<file path="src/rtl/fwrisc_mds_issue.sv">
// fwrisc_mds_issue: single-outstanding issue/response sequencer in front of the MDS unit.
// Define FWRISC_MDS_ISSUE_TIMEOUT_EN to build the WAIT/DRAIN watchdog.
module fwrisc_mds_issue #(
  parameter int unsigned TIMEOUT_CYC = 63
) (
  input  logic        clk,
  input  logic        rst,
  input  logic        req_valid,
  output logic        req_ready,
  input  logic [3:0]  req_op,
  input  logic [31:0] req_a,
  input  logic [31:0] req_b,
  input  logic [4:0]  req_rd,
  input  logic        flush,
  output logic [31:0] mds_in_a,
  output logic [31:0] mds_in_b,
  output logic [3:0]  mds_op,
  output logic        mds_in_valid,
  input  logic [31:0] mds_out,
  input  logic        mds_out_valid,
  output logic        rsp_valid,
  input  logic        rsp_ready,
  output logic [31:0] rsp_data,
  output logic [4:0]  rsp_rd,
  output logic        rsp_err,
  output logic        busy
);

  typedef enum logic [2:0] {
    IDLE   = 3'd0,
    LAUNCH = 3'd1,
    WAIT   = 3'd2,
    RESP   = 3'd3,
    DRAIN  = 3'd4
  } state_t;

  localparam logic [5:0] TIMEOUT_LIM = 6'(TIMEOUT_CYC);

  state_t      state_q, state_d;
  logic [3:0]  op_q, op_d;
  logic [31:0] a_q, a_d;
  logic [31:0] b_q, b_d;
  logic [4:0]  rd_q, rd_d;
  logic [31:0] data_q, data_d;
  logic        err_q, err_d;
  logic        accept;
  logic        op_legal;
  logic        expired;

  assign op_legal = (req_op <= 4'd8);

  // A flush in RESP wins over the handshake, so no new request may slip in with it.
  always_comb begin
    req_ready = 1'b0;
    if (rst) begin
      if (state_q == IDLE)
        req_ready = 1'b1;
      else if ((state_q == RESP) && rsp_ready && !flush)
        req_ready = 1'b1;
    end
  end

  assign accept       = req_valid && req_ready;
  assign mds_in_valid = rst && (state_q == LAUNCH);
  assign rsp_valid    = rst && (state_q == RESP);
  assign busy         = rst && (state_q != IDLE);
  assign mds_in_a     = a_q;
  assign mds_in_b     = b_q;
  assign mds_op       = op_q;
  assign rsp_data     = data_q;
  assign rsp_rd       = rd_q;
  assign rsp_err      = err_q;

`ifdef FWRISC_MDS_ISSUE_TIMEOUT_EN
  logic [5:0] cnt_q, cnt_d;

  assign expired = (cnt_q == TIMEOUT_LIM);

  always_comb begin
    cnt_d = cnt_q;
    if ((state_d == WAIT) || (state_d == DRAIN)) begin
      if (state_d != state_q)
        cnt_d = 6'd0;
      else
        cnt_d = cnt_q + 6'd1;
    end
  end

  always_ff @(posedge clk) begin
    if (!rst)
      cnt_q <= 6'd0;
    else
      cnt_q <= cnt_d;
  end
`else
  logic unused_timeout;

  assign expired        = 1'b0;
  assign unused_timeout = ^TIMEOUT_LIM;
`endif

  always_comb begin
    state_d = state_q;
    op_d    = op_q;
    a_d     = a_q;
    b_d     = b_q;
    rd_d    = rd_q;
    data_d  = data_q;
    err_d   = err_q;

    case (state_q)
      IDLE: begin
        state_d = IDLE;
      end
      LAUNCH: begin
        state_d = flush ? DRAIN : WAIT;
      end
      WAIT: begin
        // A result arriving with the flush leaves nothing in flight, so skip DRAIN.
        if (flush) begin
          state_d = mds_out_valid ? IDLE : DRAIN;
        end else if (mds_out_valid) begin
          data_d  = mds_out;
          err_d   = 1'b0;
          state_d = RESP;
        end else if (expired) begin
          data_d  = 32'hFFFF_FFFF;
          err_d   = 1'b1;
          state_d = RESP;
        end
      end
      RESP: begin
        if (flush || rsp_ready)
          state_d = IDLE;
      end
      DRAIN: begin
        if (mds_out_valid || expired)
          state_d = IDLE;
      end
      default: begin
        state_d = IDLE;
      end
    endcase

    if (accept) begin
      op_d = req_op;
      a_d  = req_a;
      b_d  = req_b;
      rd_d = req_rd;
      if (op_legal) begin
        state_d = LAUNCH;
      end else begin
        data_d  = 32'h0;
        err_d   = 1'b1;
        state_d = RESP;
      end
    end
  end

  always_ff @(posedge clk) begin
    if (!rst) begin
      state_q <= IDLE;
      op_q    <= 4'd0;
      a_q     <= 32'h0;
      b_q     <= 32'h0;
      rd_q    <= 5'd0;
      data_q  <= 32'h0;
      err_q   <= 1'b0;
    end else begin
      state_q <= state_d;
      op_q    <= op_d;
      a_q     <= a_d;
      b_q     <= b_d;
      rd_q    <= rd_d;
      data_q  <= data_d;
      err_q   <= err_d;
    end
  end

endmodule

</file>
<file path="config.mk">
export PLATFORM = sky130hd
export DESIGN_NAME = fwrisc_mds_issue
export DESIGN_NICKNAME = d
export VERILOG_FILES = /design/src/rtl/fwrisc_mds_issue.sv
export SDC_FILE = /design/constraint.sdc
export NUM_CORES = 1
export LEC_CHECK = 0
export CAP_MARGIN = 40
export CELL_PAD_IN_SITES_DETAIL_PLACEMENT = 0
export CELL_PAD_IN_SITES_GLOBAL_PLACEMENT = 1
export CORE_UTILIZATION = 27
export CTS_CLUSTER_DIAMETER = 80
export DETAILED_ROUTE_END_ITERATION = 16
export PLACE_DENSITY = 0.84
export SLEW_MARGIN = 25
export SYNTH_ARGS = -nofsm -noshare
export SYNTH_HDL_FRONTEND = slang
export SYNTH_SLANG_ARGS = --single-unit
</file>
<file path="constraint.sdc">
create_clock -name clk -period 1.6 [get_ports clk]
set_input_delay 0.32 -clock clk [delete_from_list [all_inputs] [get_ports clk]]
set_output_delay 0.32 -clock clk [all_outputs]
set_load 0.02 [all_outputs]
</file>
Word level (Yosys, flattened, before mapping)

Cells that the tools add are included.

Register bits: 109
Output and inout port bits: 110
Word-level logic and storage cells: 48

Magnitude comparators: 1
Equality and inequality tests: 7
Mux-type cells: 22
Reduce and logical (&&, ||, !) cells: 11

Operators with widths:

| kind               | count |
|---|---|
| $mux 32            | 5 |
| $mux 3             | 7 |
| $pmux 3 s4         | 1 |
| $mux 1             | 8 |
| $eq 3x2->1 const B | 2 |
| $logic_and 1x1->1  | 6 |
| $le 4x4->1 const B | 1 |
| $ne 4x4->1 const B | 1 |
| $eq 3x1->1 const B | 1 |
| $eq 3x3->1 const B | 1 |
| $logic_not 3->1    | 1 |
| $ne 3x2->1 const B | 1 |
| $ne 3x3->1 const B | 1 |
| $reduce_and 3->1   | 1 |
| $reduce_bool 3->1  | 1 |
| $mux 2             | 1 |
| $logic_not 1->1    | 1 |
| $logic_or 1x1->1   | 1 |

Longest topological paths before layout

Depth after elaboration: 9
Gate-level depth with buffers: 8
Gate-level depth less buffers: 4

Worst setup path before layout

OpenSTA, ideal clock, no wires.

Path kind: reg2out
From: reg state_q[1]
To: out req_ready
Arrival: 1.183 ns
Data required time: 1.280 ns
Path slack: 0.097 ns
Cell stages (with the launch flop): 4
Path buffers: 1
Path through: dfxtp_1 -> buf_4 -> nand4b_2 -> a211oi_1

Word-level cells in the longest chain between the ends: 6

Ends and longest elaborated chain:

| what                           | line | RTL |
|---|---|---|
| from (decl)                    | 39   | `state_t state_q, state_d;` |
| from (signal assigned)         | 170  | `state_q <= state_d;` |
| $eq 3x2->1                     | 58   | `else if ((state_q == RESP) && rsp_ready && !flush)` |
| $logic_and 1x1->1 (2 in a row) | 58   |  |
| $mux 1                         | 58   |  |
| $mux 1 (*)                     | 56   | `if (state_q == IDLE)` |
| $mux 1 (*)                     | 55   | `if (rst) begin` |
| to (decl)                      | 9    | `output logic req_ready,` |

Mark *: on every way between the ends. The rest lies on a longest branch, timed or not.

Final worst setup path

From: reg state_q[0]
To: out busy

Word-level cells in the longest chain between the ends: 2

Ends and longest elaborated chain:

| what              | line | RTL |
|---|---|---|
| $reduce_bool 3->1 | 66   | `assign busy = rst && (state_q != IDLE);` |
| $logic_and 1x1->1 | 66   |  |
| to (decl)         | 26   | `output logic busy` |

No other way between the ends.

==> results.yml <==
outcome:
  status: "finished with violations"
  violations: "negative setup slack"
final_layout:
  final-seq-area_um2: 2190
  fin_cells: 924
  n_antenna_cell: 0
  syn2layout_area_growth_pct: 78.7
  final_util_pct: 49.6
  stdcell_area_um2: 7210
  multi_input_area_um2: 1660
  n_fill_cell: 1417
  fin_nets: 847
  drive_gt1_share_pct: 11.1
detailed_routing:
  drtIter0Drc: 246
  vias_per_cell: 4.66
  wirelength_um: 13600
  drt-pass1-iter-count: 4
  wire_per_inst_um: 14.7
  drtAntennaViolNets: 0
  via_count: 4302
  drc: 0
synthesis:
  synth-seq-area-share_pct: 54.1
  netlist-cell-type-count: 28
  synth_edf_count: 0
  synth_common_cells: "nand2_1, dfxtp_1, nand3_1, o21ai_0, a21oi_1"
  synthFlopType: "dfxtp_1"
  synth_top_area_share_pct: 54.1
  synth.most_common_cell: "nand2_1"
  synthesis.nets: 613
  yosysTopAreaCell: "dfxtp_1"
  synth-seq-cells: 109
  synthTopCellsByArea: "dfxtp_1, nand2_1, nand3_1"
  netlist_area_um2: 4030
  synthCells: 502
  async_flop_share_pct: 0
  synth_warnings: 0
  avgSynthCellArea_um2: 8.03
worst_setup_path:
  critPathLaunch: "state_q[0]"
  critical-path-max-stage-delay_ns: 0.35
  startpoint_type: "register"
  cp_slowest_cell: "dfxtp_4"
  path_cells: "or2_4 -> buf_12 -> o21a_1 -> buf_6"
  critPathRequiredTime_ns: 1.28
  cp-end-kind: "primary output"
  crit_path_max_fanout: 3
  r2r_start: "state_q[0]"
  cp.arrival_ns: 1.37
  worst-setup-path-type: "reg -> out"
sta:
  max_freq_ghz: 0.592
  whs_ns: 0.442
  rsz0062_at_grt: "yes"
  tightest_slew_ns: 0.635
  slew_headroom_pct: 57.7
  clock_skew_ns: 0.00639
  hold_viol: 0
  fin_crit_sh_pct: 106
  fin_ws_ns: -0.0882
  min_period_ns: 1.69
  setup_viol: 6
  finalMaxSlewViolations: 0
die:
  die_h_um: 124
  initial_utilization_pct: 27.7
  dieArea_um2: 15400
  die_w_um: 124
  rows: 44
  core_area_um2: 14500
  io_pins: 221
clock_tree:
  hold_buffers: 0
  clock-sinks: 109
  root_buffer: "clkbuf_16"
  clk_path_buf_depth: 2
  cts_buffers: 9
  clk_latency_ns: 0.35
  cts_tree: "done"
  clk_pin_slew_ns: 0.07
  htreeDepth: 3
placement:
  hpwl_um: 8440
  dpl_cell_area_um2: 6460
  pre_cts_slack_ns: -0.694
  portBuffers: 220
  gp_congestion: 0.816
  dpl.cell_count: 883
global_route:
  gr-usage-all-layers_pct: 15.9
  grt_pass1_vias: 4110
  grt_max_degree: 147
  grt_overflow: 0
  antenna_found_initial: 0
  grt_first_pass_wirelength_um: 20000
run:
  drv_cap: 0
worst_hold_path:
  hold_class: "in -> reg"
  worstHoldStart: "rst"
power:
  leakagePower_uw: 0.00311
  max-vdd-ir-drop_v: 0.000466
  p_per_area_nw_per_um2: 984
==> metal layers <==
metal / share of wire, % / track usage [%]
met1: 44 / 18.6
met2: 47 / 26.7
met3: 7.5 / 4.96
met4: 1.6 / 6.59
met5: 0 / 0
==> layout by cell type, fill, tap and decap left out, drive strengths merged <==
cell type        n
o21a             1
nand2b           1
clkinv           2
a31o             1
nand4b           2
clkinvlp         1
nand3           74
or2              1
a21oi           37
or3              1
clkdlybuf4s50  107
nor2             5
nand4            1
o21ai           73
dlymetal6s2s     1
and4             1
inv              4
bufinv           1
nand2          141
nor4bb           1
mux2             1
dfxtp          109
a211oi           2
dlygate4sd2    107
clkbuf          21
o211ai           2
buf             41
a31oi            1
==> flip-flops by register name, indices dropped and copies added, names as in the netlist <==
register,count
rsp_err,1
rsp_rd,5
mds_op,4
rsp_data,32
state_q,3
mds_in_b,32
mds_in_a,32
==> cell families (layout without fill, tap and decap cells) <==
family | count (synthesis) | count (layout) | share of synthesized area (%)
compound gates | 117 | 117 | 15.0
buf+inv | 47 | 285 | 6.05
mux | 1 | 1 | 0.279
simple gates | 228 | 228 | 24.5
flops | 109 | 109 | 54.1
==> critical path, delay by kind of cell, from the launching register on <==
family | cells | cell delay, ns
simple gates | 1 | 0.25
compound gates | 1 | 0.17
buf+inv | 2 | 0.26
flops | 1 | 0.35
==> metrics by stage <==
stage               power, uW  TNS (ns)
global placement         4520    -54.40
detailed placement       4550    -59.07
CTS                      6810    -0.197
global route             7460     -4.77
finish                   7090    -0.216
floorplan                3750         0
==> final cells by class <==
cell class	count	area share, %
Clock inverter	5	0.833
Sequential cell	109	30.4
Multi-Input combinational cell	346	23.1
Tap cell	184	3.20
Clock buffer	10	3.32
Inverter	3	0.156
Timing Repair Buffer	267	39.1
==> report_power, final <==
group,total (uW),internal (uW),switching (uW)
combinational,1830,946,887
clock,2260,1250,1000
sequential,3000,2910,95.3
==> final timing paths <==
check                                     to  slack (ns)  cells past startpoint
worst min register to register  mds_in_b[24]        0.44                      2
worst max register to register     rsp_rd[0]       -0.03                      9
worst min-delay path              state_q[2]        0.44                      4
worst max-delay path                    busy       -0.09                      4
==> repair_timing <==
action	in CTS	in global routing
pin swaps	2	3
gates cloned	2	15
setup endpoints to repair	215	109
resized for setup	138	69
buffers inserted	5	4
No activity file was read; power rests on OpenSTA's default activity.
